File: src/rtl/if_fetch_queue.sv
// Instruction fetch front end: issues one memory request at a time and
// buffers the returned words in a small FIFO for the decode stage.
module if_fetch_queue #(
  parameter int XLEN = 32,
  parameter int DEPTH = 2,
  parameter int RESET_PC = 64,
  parameter logic [XLEN-1:0] NOP = XLEN'(32'h00000013)
) (
  input  logic            clk,
  input  logic            reset_n,
  input  logic            control_j,
  input  logic [XLEN-1:0] pc_j,
  output logic            ins_req,
  output logic [XLEN-1:0] ins_addr,
  input  logic            ins_rvalid,
  input  logic [XLEN-1:0] ins_data,
  input  logic            pipe_ready,
  output logic            pipe_valid,
  output logic [XLEN-1:0] pipe_pc,
  output logic [XLEN-1:0] pipe_pc4,
  output logic [XLEN-1:0] pipe_data
);

  localparam int PTR_W = (DEPTH > 1) ? $clog2(DEPTH) : 1;
  localparam int CNT_W = $clog2(DEPTH + 1);
  localparam logic [PTR_W-1:0] LAST_PTR = PTR_W'(DEPTH - 1);
  localparam logic [CNT_W-1:0] FULL_CNT = CNT_W'(DEPTH);
  localparam logic [XLEN-1:0] RESET_ADDR = XLEN'(RESET_PC);

  typedef enum logic [1:0] {IDLE, WAIT, WAIT_DROP} state_t;

  state_t            state;
  logic [XLEN-1:0]   fetch_pc;
  logic [XLEN-1:0]   jump_pc;
  logic [XLEN-1:0]   q_pc   [DEPTH];
  logic [XLEN-1:0]   q_data [DEPTH];
  logic [PTR_W-1:0]  rd_ptr;
  logic [PTR_W-1:0]  wr_ptr;
  logic [CNT_W-1:0]  count;
  logic              empty;
  logic              push;
  logic              pop;

  function automatic logic [PTR_W-1:0] next_ptr(input logic [PTR_W-1:0] ptr);
    return (ptr == LAST_PTR) ? '0 : ptr + PTR_W'(1);
  endfunction

  assign jump_pc = pc_j & ~XLEN'(3);
  assign empty   = (count == '0);

  // A redirect suppresses the request, the push and the pop of its cycle.
  assign ins_req  = reset_n && (state == IDLE) && (count < FULL_CNT) && !control_j;
  assign ins_addr = fetch_pc;
  assign push     = (state == WAIT) && ins_rvalid && !control_j;
  assign pop      = !empty && pipe_ready && !control_j;

  assign pipe_valid = !empty;
  assign pipe_pc    = empty ? '0  : q_pc[rd_ptr];
  assign pipe_pc4   = empty ? '0  : q_pc[rd_ptr] + XLEN'(4);
  assign pipe_data  = empty ? NOP : q_data[rd_ptr];

  always_ff @(posedge clk or negedge reset_n) begin
    if (!reset_n) begin
      state    <= IDLE;
      fetch_pc <= RESET_ADDR;
    end else begin
      case (state)
        IDLE:      if (ins_req) state <= WAIT;
        WAIT:      if (ins_rvalid) state <= IDLE;
                   else if (control_j) state <= WAIT_DROP;
        WAIT_DROP: if (ins_rvalid) state <= IDLE;
        default:   state <= IDLE;
      endcase
      if (control_j)
        fetch_pc <= jump_pc;
      else if (ins_req)
        fetch_pc <= fetch_pc + XLEN'(4);
    end
  end

  always_ff @(posedge clk or negedge reset_n) begin
    if (!reset_n) begin
      rd_ptr <= '0;
      wr_ptr <= '0;
      count  <= '0;
    end else if (control_j) begin
      rd_ptr <= '0;
      wr_ptr <= '0;
      count  <= '0;
    end else begin
      if (push) wr_ptr <= next_ptr(wr_ptr);
      if (pop)  rd_ptr <= next_ptr(rd_ptr);
      if (push && !pop)
        count <= count + CNT_W'(1);
      else if (pop && !push)
        count <= count - CNT_W'(1);
    end
  end

  // The fetch PC has already advanced past the outstanding request.
  always_ff @(posedge clk) begin
    if (push) begin
      q_pc[wr_ptr]   <= fetch_pc - XLEN'(4);
      q_data[wr_ptr] <= ins_data;
    end
  end

endmodule

File: config.mk
export PLATFORM = sky130hd
export DESIGN_NAME = if_fetch_queue
export DESIGN_NICKNAME = d
export VERILOG_FILES = /design/src/rtl/if_fetch_queue.sv
export SDC_FILE = /design/constraint.sdc
export NUM_CORES = 1
export LEC_CHECK = 0
export CORE_ASPECT_RATIO = 0.5
export CORE_MARGIN = 2
export CORE_UTILIZATION = 45
export CTS_CLUSTER_SIZE = 12
export DETAILED_ROUTE_END_ITERATION = 16
export HOLD_SLACK_MARGIN = 0.05
export PLACE_DENSITY_LB_ADDON = 0.25
export SYNTH_ARGS = -nofsm -noshare
export SYNTH_HDL_FRONTEND = slang
export SYNTH_SLANG_ARGS = --single-unit
File: constraint.sdc
create_clock -name clk -period 6.4 [get_ports clk]
set_input_delay 0.64 -clock clk [delete_from_list [all_inputs] [get_ports clk]]
set_output_delay 0.64 -clock clk [all_outputs]
set_load 0.02 [all_outputs]
---- After elaboration in Yosys (flattened, before gate mapping) ----
Memories as Yosys holds them, arrays and structs flattened.
Cells that the tools add are included.
word-level totals
  register bits ........................... 38
  memory bits (writable) .................. 128
  word-level logic and storage cells ...... 61
  memories kept ........................... 2
cells by class
  add/subtract/negate cells ............... 7
  $lt $le $gt $ge ......................... 1
  equality and inequality tests ........... 5
  muxes and demuxes ....................... 21
  reduce and logical (&&, ||, !) cells .... 20
memories
  name    words  bits a word  rd ports  clocked after memory_dff  wr ports  RTL line  text
  q_data  2      32           1         0                         1         36        logic [XLEN-1:0] q_data [DEPTH];
  q_pc    2      32           1         0                         1         35        logic [XLEN-1:0] q_pc [DEPTH];
operators by type and width
  kind                   count
  $mux 32                5
  $add 32x3->32 const B  2
  $sub 32x3->32 const B  1
  $mux 2                 7
  $logic_and 1x1->1      9
  $mux 1                 8
  $pmux 2 s3             1
  $reduce_bool 2->1      3
  $logic_not 1->1        4
  $logic_not 2->1        2
  $ne 2x2->1 const B     2
  $ne 3x3->1 const B     1
  $reduce_and 3->1       1
  $reduce_bool 3->1      1
  $add 1x1->1 const B    2
  $add 2x1->2 const B    1
  $eq 2x1->1 const B     1
  $eq 2x2->1 const B     1
  $lt 2x2->1 const B     1
  $sub 2x1->2 const B    1

---- Longest topological paths before layout ----
Gate-level depths: netlist of run 1.
  depth in word-level cells ............... 8
  mapped depth ............................ 11
  depth with buffers taken out ............ 7

---- Worst setup path before layout of run 1 ----
No wires, ideal clock.
  path type ............................... input to register
  start point ............................. in control_j
  end point ............................... mem q_data[1][0], enable pin
  library setup time ...................... 0.571 ns
  arrival ................................. 5.614 ns
  data required time ...................... 5.829 ns
  setup slack ............................. 0.215 ns
  stages .................................. 3
  cells stage by stage .................... clkbuf_1 > buf_1 > nor3b_1
on the way
  cells in the longest elaborated chain, start to end .. 4
ends and longest elaborated chain
  what                          RTL line  text
  from (decl)                   11        input logic control_j,
  $logic_not 1->1               54        assign push = (state == WAIT) && ins_rvalid && !control_j;
  $logic_and 1x1->1             54
  $mux 1                        102       if (push) begin
  $mux 1 (implied by the code)  104       q_data[wr_ptr] <= ins_data;
  to (decl)                     36
No other way between the ends.

---- Worst setup path after layout of run 1 ----
  start point ............................. reg rd_ptr
  end point ............................... out pipe_pc4[24]
on the way
  cells in the longest elaborated chain, start to end .. 3
ends and longest elaborated chain
  what                    RTL line  text
  from (decl)             37        logic [PTR_W-1:0] rd_ptr;
  from (signal assigned)  92        if (pop) rd_ptr <= next_ptr(rd_ptr);
  $mem_v2 2x32            --
  $add 32x3->32           59        assign pipe_pc4 = empty ? '0 : q_pc[rd_ptr] + XLEN'(4);
  $mux 32                 59
  to (decl)               20        output logic [XLEN-1:0] pipe_pc4,
No other way between the ends.

==> impl_metrics.csv, run 1 <==
group,metric,value,unit
run_status,status,"completed",
clock_tree,cts_made_buffers,17,
floorplanning,coreArea,18400,sq um
route,detail_route.first_pass.iterations,5,
synth,synth_edf_count,124,
synth,syn_area,8450,sq um
power_and_ir_drop,max-vdd-ir-drop,0.185,mV
worst_setup_path,rr_startpoint,"ins_addr[4]",
floorplanning,start_util,45.9,%
place,dp_hpwl,14.1,mm
synth,yosys.area_share.simple,20.1,%
clock_tree,clockRootBuffer,"clkbuf_16",
worst_setup_path,crit_chain,"buf_4 -> nand3_1 -> a22oi_1 -> nand4_1 -> o41ai_1 -> clkdlybuf4s50_1",
synth,yosysUniqueCellTypes,57,
timing,worst_pin_slew,969,ps
worst_setup_path,worstPathRequired,5760,ps
worst_setup_path,cpMaxStageDelayCell,"dfrtp_4",
worst_setup_path,r2r_slack,4000,ps
synth,synth_seq_cells,160,
clock_tree,worstSkewPairLatency,420,ps
floorplanning,die_area,20000,sq um
synth,synth.yosys.seq_area_share,54.7,%
global_routing,antenna_found_initial,0,
power_and_ir_drop,power_per_cell_area,234,nW/um^2
route,via_per_inst,5.34,
synth,synthDominantCellAreaShare,44.1,%
route,drtIter0Drc,405,
floorplanning,num_rows,35,
worst_setup_path,r2r_end,"ins_addr[25]",
clock_tree,hold_buffers,0,
synth,synth_mux_area_share,8.34,%
worst_hold_path,hold_path_class,"in2async",
timing,hold_viol_final,0,
clock_tree,cts_resized,0,
route,wirelength,20.2,mm
synth,synth-xor-area-share,7.25,%
synth,synth-adder-area-share,0.444,%
timing,fin_skew,8.94,ps
route,wl_per_cell,17.4,um
timing,setup_violations,0,
route,vias,6213,
global_routing,grt_pass1_vias,5906,
global_routing,overflow,0,
route,drc,0,
timing,drv_slew,0,
cells_and_area,antennaDiodeCount,0,
worst_setup_path,startpoint_type,"flop",
worst_setup_path,end_kind,"output pin",
place,gp_congestion,0.902,
global_routing,grt_max_degree,72,
synth,synth_compound_area_share,5.30,%
global_routing,grt_pass1_wl,31.5,mm
cells_and_area,fill_cells,1544,
cells_and_area,fin_area,11000,sq um
clock_tree,htree_levels,4,
power_and_ir_drop,leakagePower,3.70,nW
synth,yosysTopAreaCell,"edfxtp_1",
synth,synth_ff_type,"edfxtp_1",
worst_setup_path,cp_max_fo,53,
cells_and_area,syn2layout_area_growth,30.5,%
place,placement.io_buffers,190,
worst_setup_path,cp.arrival,4070,ps
clock_tree,clk_path_buf_depth,2,
timing,finalCritPeriodShare,73.6,%
run,maxCapViolCount,0,
route,ant_nets,0,
cells_and_area,num-nets-final,983,
timing,tns,0,ps
place,detailed_place.area,10400,sq um
cells_and_area,drive_gt1_share,8.77,%
synth,synth_top_family_by_area,"simple AND/OR/NAND/NOR gates",
synth,syn_inst,745,
clock_tree,cts.clk_slew.worst_paths,60,ps
synth,syn_area_per_cell,11.3,sq um
synth,synth_async_sr_flop_share,22.5,%
floorplanning,die_w,198,um
worst_setup_path,crit_type,"reg2out",
floorplanning,die_h,101,um
global_routing,grt_usage,20.6,%
timing,fmax,212,MHz
synth,yosysWarnings,0,
clock_tree,clock_sinks,160,
clock_tree,cts_setup_buffers,0,
timing,slew_headroom,35.1,%
worst_setup_path,max_stage_delay,850,ps
timing,min_period,4710,ps
floorplanning,io_pins,199,
clock_tree,cts_tree,"done",
timing,rsz0062_at_grt,"no",
worst_setup_path,rr_worst_depth,5,
synth,ys_top_cells_by_area,"edfxtp_1 (44%), dfrtp_1 (10%), mux2i_1 (6.9%)",
==> stage by stage <==
| stage | instances | total power, mW | setup WS (ps) | utilization [%] | hold slack [ps] |
|---|---|---|---|---|---|
| after floorplan | 750 | 1.43 | 215 | - | 344 |
| after global placement | 1132 | 1.58 | 2150 | 56.7 | 553 |
| after detailed placement | 1132 | 1.59 | 2100 | 56.7 | 580 |
| after CTS | 1164 | 2.61 | 1650 | 59.9 | 340 |
| after global routing | 1164 | 2.68 | 1340 | 59.9 | 394 |
| final | 1164 | 2.58 | 1690 | 59.9 | 316 |
==> layout make-up <==
type	instances	area (sq um)	area share, %
Clock inverter	11	143	1.29
Timing Repair Buffer	195	1930	17.5
Clock buffer	21	450	4.09
Tap cell	240	300	2.72
Inverter	8	30.0	0.272
Sequential cell	160	4630	42.0
Multi-Input combinational cell	529	3540	32.1
==> synth_stat cells (all sizes together) (2+ instances only) <==
| cell | count |
|---|---|
| edfxtp | 124 |
| nor2 | 95 |
| nand2 | 73 |
| mux2i | 58 |
| xnor2 | 36 |
| dfrtp | 35 |
| xor2 | 34 |
| buf | 32 |
| o21ai | 30 |
| nand3 | 25 |
| nor3 | 23 |
| clkbuf | 21 |
| nand4 | 19 |
| nor4 | 17 |
| a22oi | 12 |
| a21oi | 11 |
| and2 | 11 |
| mux2 | 11 |
| nand3b | 11 |
| nor2b | 9 |
| inv | 8 |
| o31ai | 8 |
| and4 | 4 |
| nand4b | 4 |
| o41ai | 4 |
| or3 | 4 |
| a31oi | 3 |
| ha | 3 |
| nand2b | 3 |
| nor3b | 3 |
| or4 | 3 |
| a32o | 2 |
| or2 | 2 |
==> cell families (layout without fill, tap and decap cells) <==
kind of cell / Yosys count / after routing
other: 1 / 6
and+or+nand+nor: 309 / 309
buffers and inverters: 61 / 235
muxes: 69 / 69
AOI/OAI and AO/OA: 72 / 72
DFF: 160 / 160
adders and majority gates: 3 / 3
xor gates and xnor gates: 70 / 70
==> worst max-delay path: cells and delay by family (launching register included) <==
family	cells	cell delay (ps)
compound gates	2	840
buf+inv	2	1380
flops	1	850
simple gates	2	570
==> sequential cells by signal (all words and copies together), names as in the netlist <==
signal	cells
rd_ptr	1
q_pc	60
state	2
count	2
ins_addr	30
wr_ptr	1
q_data	64
==> power by group <==
group	switching [mW]	internal (mW)	leakage [nW]
combinational	0.182	0.158	1.85
sequential	0.0609	1.16	1.56
clock	0.394	0.622	0.287
total	0.638	1.94	3.70
==> routing by layer <==
layer	track usage, %	part of all wire [%]	up-vias
met5	0	0	-
met4	5.03	0.68	0
met3	4.78	5.6	12
met2	31.8	46	171
met1	29.5	48	3013
li1	-	-	3017
==> worst max path at each step <==
stage | slack [ps] | cells after the start | startpoint | end
after CTS | 1650 | 6 | rd_ptr | pipe_pc4[24]
after floorplan | 210 | 3 | control_j | q_data[1][0]
final | 1690 | 6 | rd_ptr | pipe_pc4[24]
after global routing | 1340 | 6 | rd_ptr | pipe_pc4[24]
after detailed placement | 2100 | 6 | rd_ptr | pipe_pc4[24]
after global placement | 2150 | 5 | rd_ptr | pipe_pc4[24]
==> layout by cell type, fill, tap and decap left out, drive strengths merged, types with 12 or more instances in the layout <==
| cell | instances |
|---|---|
| a22oi | 12 |
| clkbuf | 21 |
| clkdlybuf4s50 | 188 |
| dfrtp | 35 |
| edfxtp | 124 |
| mux2i | 58 |
| nand2 | 73 |
| nand3 | 25 |
| nand4 | 19 |
| nor2 | 95 |
| nor3 | 23 |
| nor4 | 17 |
| o21ai | 30 |
| xnor2 | 36 |
| xor2 | 34 |
Power figures use the tool's default switching activity.
==> inputs of run 2 (changes only) <==
clock period = 4.2 ns   (was 6.4 ns; I/O delays follow)
==> run 2 against run 1 <==
Net effect: combinational power is 55% higher; via count is 0.16% higher; setup slack worse by 1500 ps; sequential share of layout area is 0.22 points lower; sequential power is 53% higher; largest cell class unchanged.
==> impl_metrics.csv, run 2 (synthesis gave the netlist of run 1 again) <==
group,metric,value,unit
place,place_inst,1137,
worst_setup_path,end_kind,"output pin",
route,detail_route.first_pass.iterations,5,
cells_and_area,fill_cells,1501,
route,ant_nets,0,
clock_tree,cts.clk_slew.worst_paths,60,ps
global_routing,grt_max_degree,72,
timing,tns,0,ps
timing,fin_skew,7.35,ps
floorplanning,start_util,45.9,%
global_routing,grt_usage,21.0,%
floorplanning,die_w,198,um
power_and_ir_drop,max-vdd-ir-drop,0.298,mV
timing,fmax,247,MHz
cells_and_area,drive_gt1_share,9.87,%
worst_setup_path,rr_worst_depth,5,
worst_setup_path,rr_startpoint,"ins_addr[4]",
route,vias,6223,
run_status,status,"completed",
timing,hold_ws,104,ps
timing,setup_violations,0,
clock_tree,htree_levels,4,
cells_and_area,final_cell_mix,"clkdlybuf4s50_1 (188), edfxtp_1 (124), nor2_1 (94), nand2_1 (72), mux2i_1 (58)",
floorplanning,die_area,20000,sq um
power_and_ir_drop,internal_power,2.86,mW
timing,finalCritPeriodShare,96.4,%
cells_and_area,largest_reg_flops,64,
power_and_ir_drop,p_sw,1.01,mW
clock_tree,clockRootBuffer,"clkbuf_16",
timing,drv_slew,0,
global_routing,grt_pass1_wl,31.9,mm
worst_setup_path,r2r_slack,1830,ps
power_and_ir_drop,power.total,3.87,mW
worst_hold_path,hold_path_class,"in2async",
cells_and_area,layoutNonFillerInstCount,1172,
worst_setup_path,r2r_end,"ins_addr[25]",
clock_tree,worstSkewPairLatency,420,ps
floorplanning,die_h,101,um
clock_tree,hold_buffers,0,
clock_tree,clock_sinks,160,
worst_setup_path,cp.arrival,3630,ps
cells_and_area,syn2layout_area_growth,31.2,%
worst_setup_path,worstPathRequired,3780,ps
power_and_ir_drop,power_frac_seq,48.2,%
route,drtIter0Drc,320,
worst_setup_path,crit_type,"reg2out",
power_and_ir_drop,power_per_cell_area,349,nW/um^2
floorplanning,io_pins,199,
place,gp_congestion,0.869,
cells_and_area,num-nets-final,991,
floorplanning,num_rows,35,
timing,worst_pin_slew,864,ps
clock_tree,cts_made_buffers,17,
power_and_ir_drop,leakagePower,3.73,nW
worst_setup_path,cp_max_fo,35,
timing,hold_viol_final,0,
cells_and_area,top_register,"q_data",
cells_and_area,antennaDiodeCount,0,
clock_tree,cts_tree,"done",
route,wirelength,20.9,mm
global_routing,grt_pass1_vias,5986,
power_and_ir_drop,p_clk_share,38.1,%
place,placement.io_buffers,190,
floorplanning,coreArea,18400,sq um
cells_and_area,final_common_cell,"clkdlybuf4s50_1",
power_and_ir_drop,comb_power_share,13.6,%
route,via_per_inst,5.31,
timing,min_period,4050,ps
run,maxCapViolCount,0,
global_routing,antenna_found_initial,0,
route,drc,0,
worst_setup_path,startpoint_type,"flop",
clock_tree,clk_path_buf_depth,2,
global_routing,overflow,0,
power_and_ir_drop,swShare,26.2,%
timing,slew_headroom,42.4,%
route,wl_per_cell,17.8,um
place,dp_hpwl,14.6,mm
## run 2: cell count changes in the layout (fill, tap and decap cells not counted), sizes merged
cell / previous run / this run
bufinv: 3 / 1
inv: 8 / 13
clkinv: 6 / 3
buf: 7 / 15
clkbuf: 21 / 19
clkinvlp: 2 / 4
## run 2: worst max-delay path by stage
stage              endpoint  cells past startpoint       from  slack (ps)
5_1_grt        pipe_pc4[30]                      9     rd_ptr         -30
4_1_cts        pipe_pc4[26]                      8     rd_ptr          90
2_1_floorplan  q_data[0][0]                      3  control_j         430
3_3_place_gp   pipe_pc4[30]                      8     rd_ptr         640
3_5_place_dp   pipe_pc4[26]                      8     rd_ptr         560
6_report       pipe_pc4[30]                      9     rd_ptr         150
## run 2: metrics by stage
stage / cell area, sq um / worst slack, ps / utilization, %
2_1_floorplan: 8480 / 429 / -
3_3_place_gp: 10500 / 640 / 57.0
3_5_place_dp: 10500 / 555 / 57.0
4_1_cts: 11100 / 92.6 / 60.1
5_1_grt: 11100 / -25.8 / 60.3
6_report: 11100 / 153 / 60.3
## run 2: power by group through the flow
| stage | Combinational [mW] | Sequential (mW) | Clock (mW) |
|---|---|---|---|
| 3_5_place_dp | 0.529 | 1.90 | 0 |
| 6_report | 0.528 | 1.87 | 1.48 |
| 4_1_cts | 0.531 | 1.86 | 1.51 |
| 5_1_grt | 0.569 | 1.87 | 1.58 |
| 3_3_place_gp | 0.517 | 1.89 | 0 |
| 2_1_floorplan | 0.293 | 1.88 | 0 |
## run 2: cell type report
type / instances / area (sq um) / area share (%)
clock buffer: 19 / 443 / 4.00
clock inverter: 13 / 126 / 1.14
inverter: 8 / 30.0 / 0.271
multi-input combinational: 529 / 3560 / 32.1
sequential: 160 / 4630 / 41.8
tap: 240 / 300 / 2.71
timing repair buffer: 203 / 1990 / 18.0
## run 2: routing by layer
metal | global-route usage, % | vias to the layer above | wire (um)
met5 | 0 | - | 0
met4 | 6.19 | 0 | 188
met3 | 4.68 | 13 | 1080
met2 | 32.1 | 172 | 9410
met1 | 30.1 | 3012 | 10200
li1 | - | 3026 | -
## run 2: critical path, cell delays in order (launching register included)
cell and delay [ps]:
dfrtp_4 640, mux2_2 310, ha_1 280, nand4b_1 160
a22oi_1 380, nand4_1 160, buf_4 190, nor4_1 190
mux2_2 360, clkdlybuf4s50_1 530
## run 2: what timing repair did
item,CTS,global route
resized for setup,0,2
setup buffers,0,3
setup endpoints to repair,0,5
